<file path="src/rtl/rr_reg_arbiter.sv">
// Round-robin owner of one shared W-bit register among N requesters.
// The owner's data slice is loaded each owned cycle; lock extends ownership.
module rr_reg_arbiter #(
  parameter int N = 4,
  parameter int W = 8,
  localparam int OW = $clog2(N)
) (
  input  logic           clk,
  input  logic           rst,
  input  logic [N-1:0]   req,
  input  logic [N-1:0]   lock,
  input  logic [N*W-1:0] wdata,
  output logic [N-1:0]   gnt,
  output logic [OW-1:0]  owner,
  output logic [W-1:0]   q,
  output logic           q_valid,
  output logic           dbg_state
);

  localparam logic [0:0] IDLE = 1'b0;
  localparam logic [0:0] BUSY = 1'b1;

  logic [0:0]    state_q, state_d;
  logic [OW-1:0] ptr_q, ptr_d;
  logic [N-1:0]  gnt_q, gnt_d;
  logic [OW-1:0] owner_q, owner_d;
  logic [W-1:0]  q_q, q_d;
  logic          q_valid_q, q_valid_d;

  logic [OW-1:0] win;
  logic [OW-1:0] cand;

  // Scan from the farthest offset down so the nearest requester to ptr wins.
  always_comb begin
    win  = ptr_q;
    cand = ptr_q;
    for (int k = N - 1; k >= 0; k--) begin
      cand = ptr_q + OW'(k);
      if (req[cand]) win = cand;
    end
  end

  always_comb begin
    state_d   = state_q;
    ptr_d     = ptr_q;
    gnt_d     = gnt_q;
    owner_d   = owner_q;
    q_d       = q_q;
    q_valid_d = 1'b0;
    case (state_q)
      IDLE: begin
        gnt_d = '0;
        if (|req) begin
          gnt_d[win] = 1'b1;
          owner_d    = win;
          q_d        = wdata[win*W +: W];
          q_valid_d  = 1'b1;
          state_d    = BUSY;
        end
      end
      BUSY: begin
        if (req[owner_q] && lock[owner_q]) begin
          q_d       = wdata[owner_q*W +: W];
          q_valid_d = 1'b1;
        end else begin
          gnt_d   = '0;
          ptr_d   = owner_q + OW'(1);
          state_d = IDLE;
        end
      end
      default: begin
        gnt_d   = '0;
        state_d = IDLE;
      end
    endcase
  end

  always_ff @(posedge clk or negedge rst) begin
    if (!rst) begin
      state_q   <= IDLE;
      ptr_q     <= '0;
      gnt_q     <= '0;
      owner_q   <= '0;
      q_q       <= '0;
      q_valid_q <= 1'b0;
    end else begin
      state_q   <= state_d;
      ptr_q     <= ptr_d;
      gnt_q     <= gnt_d;
      owner_q   <= owner_d;
      q_q       <= q_d;
      q_valid_q <= q_valid_d;
    end
  end

  assign gnt       = gnt_q;
  assign owner     = owner_q;
  assign q         = q_q;
  assign q_valid   = q_valid_q;
  assign dbg_state = state_q;

endmodule

</file>
<file path="config.mk">
export PLATFORM = sky130hd
export DESIGN_NAME = rr_reg_arbiter
export DESIGN_NICKNAME = d
export VERILOG_FILES = /design/src/rtl/rr_reg_arbiter.sv
export SDC_FILE = /design/constraint.sdc
export NUM_CORES = 1
export LEC_CHECK = 0
export CAP_MARGIN = 0
export CORE_UTILIZATION = 30
export CTS_BUF_LIST = sky130_fd_sc_hd__clkbuf_8
export CTS_CLUSTER_DIAMETER = 80
export DETAILED_ROUTE_END_ITERATION = 7
export PLACE_DENSITY = 0.6
export SLEW_MARGIN = 20
export SYNTH_ARGS = -nofsm -noshare
export SYNTH_HDL_FRONTEND = slang
export SYNTH_SLANG_ARGS = --single-unit
</file>
<file path="constraint.sdc">
create_clock -name clk -period 1.9 [get_ports clk]
set_clock_uncertainty 0.15 [all_clocks]
set_input_delay 0.285 -clock clk [delete_from_list [all_inputs] [get_ports clk]]
set_output_delay 0.285 -clock clk [all_outputs]
set_load 0.05 [all_outputs]
</file>
# Yosys cells after proc, flatten, opt, wreduce, memory -nomap -nowiden
# Index checks and enable logic that the tools add are counted.
# totals
register_bits	17
input_bits	42
out_inout_bits	16
wordCells	56
# classes
add_sub_neg	4
magnitude_cmp	7
n_eq_ne	3
n_shift	2
muxes	27
bitwise_logic	2
n_reduce_logical	6
# op_table
op	n
indexed part select 32 x 6 -> 8 bit	2
less-than comparator 2 x 3 -> 1 bit (second input constant)	6
2-to-1 mux 8 bit	2
one-hot mux 8 bit (2 select lines)	1
binary-select mux 1 bit (select 2 bit)	6
2-to-1 mux 1 bit	9
2-to-1 mux 2 bit	4
2-to-1 mux 4 bit	2
one-hot mux 4 bit (2 select lines)	1
AND reduction 2 bit	3
adder 2 x 1 -> 2 bit (second input constant)	2
adder 2 bit (second input constant)	2
inequality test 2 bit (second input constant)	2
OR reduction 4 bit	1
demux 1 bit (select 2 bit)	1
>= comparator 2 x 1 -> 1 bit (second input constant)	1
logical AND 1 bit	2
inequality test 2 x 1 -> 1 bit (second input constant)	1
inverter 1 bit	2
one-hot mux 1 bit (2 select lines)	1

# Longest topological paths before layout
# Gate-level depths: netlist of run 1.
# depth
ltp_word	13
ltp_mapped	9
mapped_depth_nobuf	6

# Worst setup path after synthesis of run 1
# OpenSTA, ideal clock, no wires.
# synth_path
path_kind	reg2reg
start	reg owner_q[0], in the netlist owner[0]
end	reg q_q[5], in the netlist q[5]
t_arrival_ns	2.006
required_time_ns	1.664
path_slack_ns	-0.341
stages_incl_launch_ff	10
n_path_buf	3
path_cell_list	dfrtp_1 buf_2 nand3b_1 a221o_1 and2_4 buf_12 inv_6 buf_4 nand3_1 a32oi_1
# synth_via
elab_chain_len	5
# synth_lines
element	line	source
start: declaration	26	logic [OW-1:0] owner_q, owner_d;
start signal: assignment	90	owner_q <= owner_d;
branches (longest 5 deep; another with indexed part select 32 x 6 -> 8 bit)	--	
end signal: assignment	91	q_q <= q_d;
end: declaration	27	logic [W-1:0] q_q, q_d;
# Parallel ways; which one is timed is not known. The select of a mux whose other input is x is not followed.
# A chain may end at the register's enable or synchronous reset.

# Final worst setup path of run 1
# layout_path
start	reg ptr_q[0]
end	reg q_q[0], in the netlist q[0]
# layout_via
elab_chain_len	10
# layout_lines
element	line	source
start: declaration	24	logic [OW-1:0] ptr_q, ptr_d;
start signal: assignment	88	ptr_q <= ptr_d;
adder 2 bit	38	cand = ptr_q + OW'(k);
binary-select mux 1 bit (select 2 bit)	39	if (req[cand]) win = cand;
2-to-1 mux 1 bit (not written as such)	39	
2-to-1 mux 2 bit (3 in series)	39	
2-to-1 mux 2 bit *	39	
indexed part select 32 x 6 -> 8 bit *	56	q_d = wdata[win*W +: W];
2-to-1 mux 8 bit *	53	if (|req) begin
one-hot mux 8 bit (2 select lines) *	50	case (state_q)
# Every way passes the cells marked *; elsewhere a longest branch is shown, timed or not. The select of a mux whose other input is x is not followed.

==> results of run 1 <==
## cells in the mapped netlist (all sizes together), types with 2 or more instances
master	n	area, um^2
a32oi	7	61.3
o31ai	8	60.1
o21a	2	15.0
buf	9	76.3
a22o	4	35.0
a221o	2	20.0
dfrtp	17	425
mux2	2	22.5
clkbuf	5	18.8
nor2b	4	25.0
mux2i	9	90.1
nand2b	4	25.0
nor2	15	56.3
o211ai	7	52.6
a2111oi	2	36.3
o21ai	5	32.5
o311ai	7	61.3
inv	5	23.8
nor3	4	25.0
a221oi	2	17.5
a21oi	5	28.8
a311o	7	70.1
and2	3	23.8
nand3	8	40.0
nand2	19	71.3
## stage by stage
stage / utilization (%) / worst slack, ps / hold slack [ps] / std cells
after floorplan: - / -158 / -161 / 177
after global placement: 50.8 / -557 / 348 / 331
after detailed placement: 50.8 / -553 / 346 / 331
after CTS: 53.1 / -7.72 / 204 / 336
after global routing: 55.5 / -110 / 229 / 342
final: 55.5 / -51.2 / 190 / 342
## power breakdown
| part | internal (mW) | switching (mW) |
|---|---|---|
| sequential | 0.563 | 0.190 |
| clock | 0.146 | 0.149 |
| combinational | 1.66 | 2.05 |
| total | 2.37 | 2.39 |
## timing repair
item | 4_1_cts | 5_1_grt
pin swaps | 7 | 15
setup buffers | 1 | 6
hold endpoints to repair | 0 | 0
cloned | 0 | 1
endpoints found under the setup margin | 14 | 10
resized for setup | 30 | 18
## final cells by class
| type | count | area [um^2] | share of cell area, % |
|---|---|---|---|
| clock buffer | 3 | 41.3 | 1.53 |
| clock inverter | 1 | 5.00 | 0.186 |
| inverter | 5 | 26.3 | 0.976 |
| multi-input combinational | 141 | 1120 | 41.8 |
| sequential | 17 | 432 | 16.0 |
| tap | 67 | 83.8 | 3.11 |
| timing repair buffer | 108 | 978 | 36.4 |
## critical path: cells and delay by family, from the launching register on
kind | cells | cell delay (ps)
AO/OA/AOI/OAI | 3 | 610
AND/OR/NAND/NOR | 2 | 290
buffers and inverters | 2 | 330
flip-flops | 1 | 430
## worst min-delay path by stage
stage | from | endpoint | slack, ps
after floorplan | rst | gnt[0] | -160
after global placement | gnt[3] | gnt[3] | 350
after detailed placement | gnt[3] | gnt[3] | 350
after CTS | rst | ptr_q[1] | 200
after global routing | rst | ptr_q[1] | 230
final | rst | ptr_q[1] | 190
## per-layer routing
metal / GRT usage (%) / wire (um)
met3: 2.57 / 162
met1: 28.8 / 2600
met5: 0 / 0
met4: 4.49 / 34
met2: 33.0 / 2620
## logic make-up (layout without fill, tap and decap cells)
logic type,after synthesis,after routing,synth area share (%)
buffers and inverters,19,117,7.62
and+or+nand+nor,63,63,20.8
DFF,17,17,27.3
xor gates and xnor gates,1,1,0.562
muxes,11,11,7.22
AOI/OAI and AO/OA,66,66,36.5
## registers in the layout, indices dropped and copies added (netlist names)
register and count:
gnt 4, q 8, ptr_q 2, owner 2
q_valid 1
==> metrics.txt, run 1 <==
result of the run=finished with violations; failing checks=setup timing; Routed WL=5.42 mm; Post-Syn Instances=177; CP cell instances=nand2b_1 -> a21oi_2 -> buf_4 -> nand3_2 -> o311ai_1 -> buf_4 -> a32oi_1; Initial Utilization=32.2%; cts hold-fix bufs=0; Via density=5.34; crit path launch type=flop; number of clock sinks=17; largest buffer count on any clock path=2; Leak=1.13 nW; # nets final=318; initial antenna violation count=0; commonest cells after routing, fill and taps aside=56 x buf_4, 37 x clkdlybuf4s50_1, 18 x nand2_1; number of antenna repair diodes=0; Hold WC Path Type=input pin to async pin; ys flop type=dfrtp_1; WP data arrival=just under 2000 ps; worst-margin pin slew=471 ps; Die Y=74.1 um; number of global-route vias before repair=~1700; worst setup path startpoint=ptr_q[0]; FF-to-FF path depth=7; Slowest-stage cell, CP=dfrtp_2; drt pass-1 iters=4; DR WL/cell=15.8 um; count of different cell masters after synthesis=50; worst vdd ir=between 0.0006 and 0.0007 V; crit share post-route=103%; DRC viols=0; Clock Pin Slew Worst Setup and Hold Paths=80 ps; CTS tree=done; Seq cells post-synth=17; unrepaired setup endpoints after global routing=true; design area=2690 um^2; hpwl dp=just over 4 mm; Slew Limit Fails=0; pwr/cell area=between 1500 and 2000 nW/um^2; commonest non-fill, non-tap cell in the layout=buf_4; Reg2Reg Launch Point=ptr_q[0]; Port Buf Inserts=57; placer congestion estimate=roughly 0.86; Setup violations, final=6; Clock H-tree levels=1; CP required=1890 ps; clock latency on the worst-skew pair=about 260 ps; Synth-to-Final Area Change=72.6%; Root Buffer=clkbuf_8; initial drt markers=114; Critical Path Most Common Cell=buf_4; number of synthesis warnings=0; asr flop ratio synth=100%; fillcell total=approximately 470; syn_area_per_cell=a little under 9 um^2; Final TNS setup=-138 ps; CTS buffer count=3; post-synthesis cell area=1560 um^2; fmax=0.513 GHz; Worst setup EP type=flop; Design Power=4.76 mW; die area=5490 um^2; GRT overflow=0; Largest stage delay, worst path=430 ps; Final WS setup=-51.2 ps; Worst Path Class, Setup=flop to flop; largest net degree at the start of global routing=20; Synthesized Nets=219; share of layout cells above drive strength 1=~41%; Final ANT Viol Nets=0; Core Area=4850 um^2; final critical-path required period=1950 ps; first-pass GRT wire length=8.44 mm; Slew HR=67.8%; Die Width=74.1 um; std cell rows=25; All-Layer GR Usage=20.3%; I/O Pins=between 50 and 60; CP Capture Point=q[0]; Post-synth EDFFs=0; Hold Fails Final Rpt=0; maxcap violations=0; CP max FO=8; register area share after synthesis=27.3%; RR Endpoint=q[0]; internal reg-to-reg setup slack=-50 ps; area post-placement=2460 um^2; routed vias=1825
(Power assumes the default switching activity.)
==> inputs of run 2 (changes only) <==
--- a/config.mk
+++ b/config.mk
@@ -10,8 +10,7 @@
 export CTS_BUF_LIST = sky130_fd_sc_hd__clkbuf_8
 export CTS_CLUSTER_DIAMETER = 80
 export DETAILED_ROUTE_END_ITERATION = 7
-export PLACE_DENSITY = 0.6
-export SLEW_MARGIN = 20
+export PLACE_DENSITY = 0.62
 export SYNTH_ARGS = -nofsm -noshare
 export SYNTH_HDL_FRONTEND = slang
 export SYNTH_SLANG_ARGS = --single-unit
==> run 2 against run 1 <==
Against the previous run:
- the run still ends with setup timing left
- largest cell class unchanged
- sequential power fell by 3.4%
- die area is the same
- worst setup slack worse by 22 ps
- via count is 1.8% lower
- routed wire length is 1.6% lower
- register-to-register slack got worse by 20 ps
- highest routed layer unchanged
- first-iteration DRC count down 34%
- clock power is 5% lower
- non-clock buffer count is 2 lower
- flip-flop and latch count unchanged
- sequential share of layout area down 0.13 points
- count of clock-buffer cells in the layout unchanged
==> metrics.txt, run 2 (synthesis gave the netlist of run 1 again) <==
result of the run=finished with violations; failing checks=setup timing; M3 GR Usage=under 10%; CP required=1930 ps; worst setup path startpoint=ptr_q[1]; dpl cells=331; met2 Use GR=34.7%; Final Non-Filler Cells=340; commonest non-fill, non-tap cell in the layout=buf_4; CTS buffer count=3; Slew HR=62.1%; RR Endpoint=q[0]; Worst Path Class, Setup=flop to flop; Routed WL=~5.3 mm; Slew Limit Fails=0; Register Area=429 um^2; GR Util met1=between 20% and 30%; clock latency on the worst-skew pair=between 200 and 300 ps; number of clock sinks=17; GRT overflow=0; unrepaired setup endpoints after global routing=true; CP max FO=7; commonest cells after routing, fill and taps aside=55 x buf_4, 37 x clkdlybuf4s50_1, 18 x nand2_1; std cell rows=25; largest buffer count on any clock path=2; Final ANT Viol Nets=0; Setup violations, final=8; GRT Max-Usage Layer=met2; FF-to-FF path depth=8; area of the multi-input gates=1130 um^2; Reg2Reg Launch Point=ptr_q[1]; Clock Pin Slew Worst Setup and Hold Paths=70 ps; routed vias=1793; initial antenna violation count=0; placer congestion estimate=0.856; Worst setup EP type=flop; Root Buffer=clkbuf_8; Via density=approximately 5.3; crit share post-route=104%; Die Width=~74 um; worst vdd ir=0.000849 V; largest net degree at the start of global routing=19; die area=5490 um^2; Hold Fails Final Rpt=0; share of layout cells above drive strength 1=38.8%; Core Area=between 4000 and 5000 um^2; number of global-route vias before repair=~1800; initial drt markers=75; max FFs per register=8; DR WL/cell=15.7 um; design area=2700 um^2; Leak=1.12 nW; WP data arrival=2000 ps; Clock H-tree levels=1; worst-margin pin slew=568 ps; fillcell total=451; Port Buf Inserts=57; Hold WC Path Type=input pin to async pin; maxcap violations=0; CTS tree=done; Synth-to-Final Area Change=73.0%; Die Y=74.1 um; area post-placement=2490 um^2; Initial Utilization=32.2%; DRC viols=0; drt pass-1 iters=7; internal reg-to-reg setup slack=-70 ps; hpwl dp=4.05 mm; crit path launch type=flop; pwr/cell area=1770 nW/um^2; first-pass GRT wire length=8.75 mm; I/O Pins=58; final critical-path required period=1970 ps; All-Layer GR Usage=20.8%; Final WS setup=-73.1 ps; fmax=between 0.5 and 0.6 GHz; # nets final=316; number of antenna repair diodes=0; Design Power=roughly 4.8 mW
run 2: layout make-up:
type	count	area share, %
multi-input combinational	141	41.8
timing repair buffer	106	36.5
sequential	17	15.9
tap	67	3.11
clock buffer	3	1.53
inverter	5	0.974
clock inverter	1	0.139
run 2: timing repair:
item / 4_1_cts / 5_1_grt
pin swaps: 9 / 13
resized for setup: 29 / 12
setup buffers: 1 / 3
hold buffers: 0 / 0
gates cloned: 1 / 0
endpoints found under the setup margin: 14 / 10
run 2: worst max path at each step:
stage	slack (ps)	end	depth (start not counted)
global placement	-560	q[0]	7
detailed placement	-560	q[3]	7
finish	-70	q[0]	8
global route	-160	q[1]	8
CTS	-20	q[7]	7
floorplan	-160	q[5]	9
run 2: where the power goes:
part	switching (mW)	internal, mW	leakage, nW	total [mW]
registers	0.169	0.559	0.202	0.728
logic	2.07	1.69	0.892	3.76
clock network	0.136	0.144	0.0269	0.280
run 2: routing by layer:
metal  share of wire [%]  up-vias  wire [um]
met5                   0        -          0
met4                0.83        0         44
met3                 3.7        4        197
met2                  48       47       2560
met1                  47      856       2530
li1                    -      886          -
run 2: per-stage QoR:
stage,setup slack (ps),TNS [ps],utilization (%),hold WS [ps]
5_1_grt,-164,-1280,55.6,220
6_report,-73.1,-469,55.6,198
2_1_floorplan,-158,-1210,-,-161
3_5_place_dp,-556,-7530,51.3,350
3_3_place_gp,-559,-7230,51.3,351
4_1_cts,-21.0,-126,54.1,211
run 2: critical path, cell delays in order, from the launching register on:
cell and delay [ps]:
dfrtp_2 470, nor3b_4 280, buf_6 150, a21oi_4 40, buf_6 150, a22oi_2 220, buf_12 160, nand3_1 80
a32oi_1 190
==> inputs of run 3 (changes only) <==
==> constraint.sdc (replaced) <==
create_clock -name clk -period 1.9 [get_ports clk]
set_clock_uncertainty 0.15 [all_clocks]
set_input_delay 0.38 -clock clk [delete_from_list [all_inputs] [get_ports clk]]
set_output_delay 0.38 -clock clk [all_outputs]
set_load 0.05 [all_outputs]
==> run 3 against run 2 <==
Against the previous run:
- the flow still finishes with violations (setup timing)
- cell count decreased by 0.88%
- routed wire length increased by 0.96%
- die area unchanged
- maximum frequency increased by 1.0%
==> metrics.txt, run 3 (synthesis gave the netlist of run 1 again) <==
unrepaired setup endpoints after global routing=true; Slowest-stage cell, CP=dfrtp_2; DRC viols=0; internal reg-to-reg setup slack=-50 ps; Final WS setup=-53.5 ps; Comb power frac=79.8%; number of antenna repair diodes=0; # nets final=about 310; max FFs per register=8; RR Endpoint=q[2]; Via density=approximately 5.3; GRT overflow=0; first-pass GRT wire length=8.19 mm; Worst setup EP type=flop; Slew HR=68.9%; Hold Fails Final Rpt=0; Leak=1.12 nW; Die Y=around 74 um; CTS tree=done; crit share post-route=103%; Root Buffer=clkbuf_8; maxcap violations=0; power share of the sequential group=about 15%; Setup Fix Bufs, Post-CTS=0; All-Layer GR Usage=around 19%; design area=2740 um^2; routed vias=1797; clock latency on the worst-skew pair=around 250 ps; number of clock sinks=17; Slew Limit Fails=0; result of the run=finished with violations; Final ANT Viol Nets=0; CP max FO=8; Routed WL=5.38 mm; Core Area=4850 um^2; FF-to-FF path depth=7; Largest stage delay, worst path=460 ps; Worst Path Class, Setup=flop to flop; commonest non-fill, non-tap cell in the layout=buf_4; initial antenna violation count=0; failing checks=setup timing; placer congestion estimate=0.825; WP buf/inv=2; worst setup path startpoint=ptr_q[1]; WP data arrival=1970 ps; hpwl dp=4.02 mm; Clock Pin Slew Worst Setup and Hold Paths=70 ps; Initial Utilization=32.2%; Hold WC Path Type=input pin to async pin; final critical-path required period=1950 ps; pre-CTS setup slack=-666 ps; CP delay by family, top=compound AO/OA/AOI/OAI gates; Pint=2.46 mW; worst-margin pin slew=455 ps; I/O Pins=58; Synth-to-Final Area Change=75.6%; share of layout cells above drive strength 1=40.0%; Port Buf Inserts=57; crit path launch type=flop; largest net degree at the start of global routing=19; Clock H-tree levels=1; pwr/cell area=about 1800 nW/um^2; std cell rows=25; sw frac=49.8%; area post-placement=2500 um^2; commonest cells after routing, fill and taps aside=50 x buf_4, 37 x clkdlybuf4s50_1, 18 x nand2_1; largest buffer count on any clock path=2; Clk pwr share=5.4%; DR WL/cell=16.0 um; Reg2Reg Launch Point=ptr_q[1]; fillcell total=429; number of global-route vias before repair=1656; worst vdd ir=between 0.0007 and 0.0008 V; CTS buffer count=3; drt pass-1 iters=5; CP required=1910 ps; cts hold-fix bufs=0; fmax=0.512 GHz; die area=5490 um^2; Design Power=4.90 mW; Final TNS setup=-212 ps; initial drt markers=120; Die Width=74.1 um; Setup violations, final=8; switching power=2.44 mW; CP cell instances=nor3b_4 -> a2111oi_4 -> buf_4 -> buf_12 -> o31ai_1 -> o211ai_1 -> a32oi_1
[run 3: worst max path at each step]
stage | slack (ps) | end | cells after the start
6_report | -50 | q[2] | 7
5_1_grt | -140 | q[7] | 7
4_1_cts | -3 | q[4] | 8
3_5_place_dp | -670 | q[4] | 7
3_3_place_gp | -700 | q[3] | 7
2_1_floorplan | -160 | q[5] | 9
[run 3: final cells by class]
cell class,count,area (um^2),share of cell area (%)
Multi-Input combinational cell,141,1190,43.4
Timing Repair Buffer,103,966,35.3
Sequential cell,17,429,15.7
Tap cell,67,83.8,3.06
Clock buffer,3,41.3,1.51
Inverter,5,26.3,0.960
Clock inverter,1,3.75,0.137
[run 3: repair_timing]
item                                    in CTS  in global routing
cloned                                       0                  1
hold endpoints to repair                     0                  0
resized for setup                           27                 34
pin swaps                                    3                 20
endpoints found under the setup margin      17                 10
[run 3: through the flow]
step | utilization [%] | hold slack [ps] | instances
after global placement | 51.5 | 351 | 332
after global routing | 56.5 | 348 | 337
after CTS | 53.1 | 315 | 336
after floorplan | - | -65.6 | 177
after detailed placement | 51.5 | 351 | 332
final | 56.5 | 310 | 337
[run 3: per-layer routing]
layer	share of wire [%]	global-route usage [%]
met5	0	0
met2	48	29.6
met4	0.82	4.70
met1	46	29.1
met3	4.8	1.76
[run 3: power groups by stage]
| stage | logic [mW] | registers [mW] | clock network (mW) |
|---|---|---|---|
| 2_1_floorplan | 1.71 | 1.22 | 0 |
| 3_3_place_gp | 3.52 | 0.709 | 0 |
| 3_5_place_dp | 3.54 | 0.709 | 0 |
| 4_1_cts | 3.61 | 0.712 | 0.272 |
| 5_1_grt | 4.17 | 0.749 | 0.290 |
| 6_report | 3.91 | 0.726 | 0.265 |
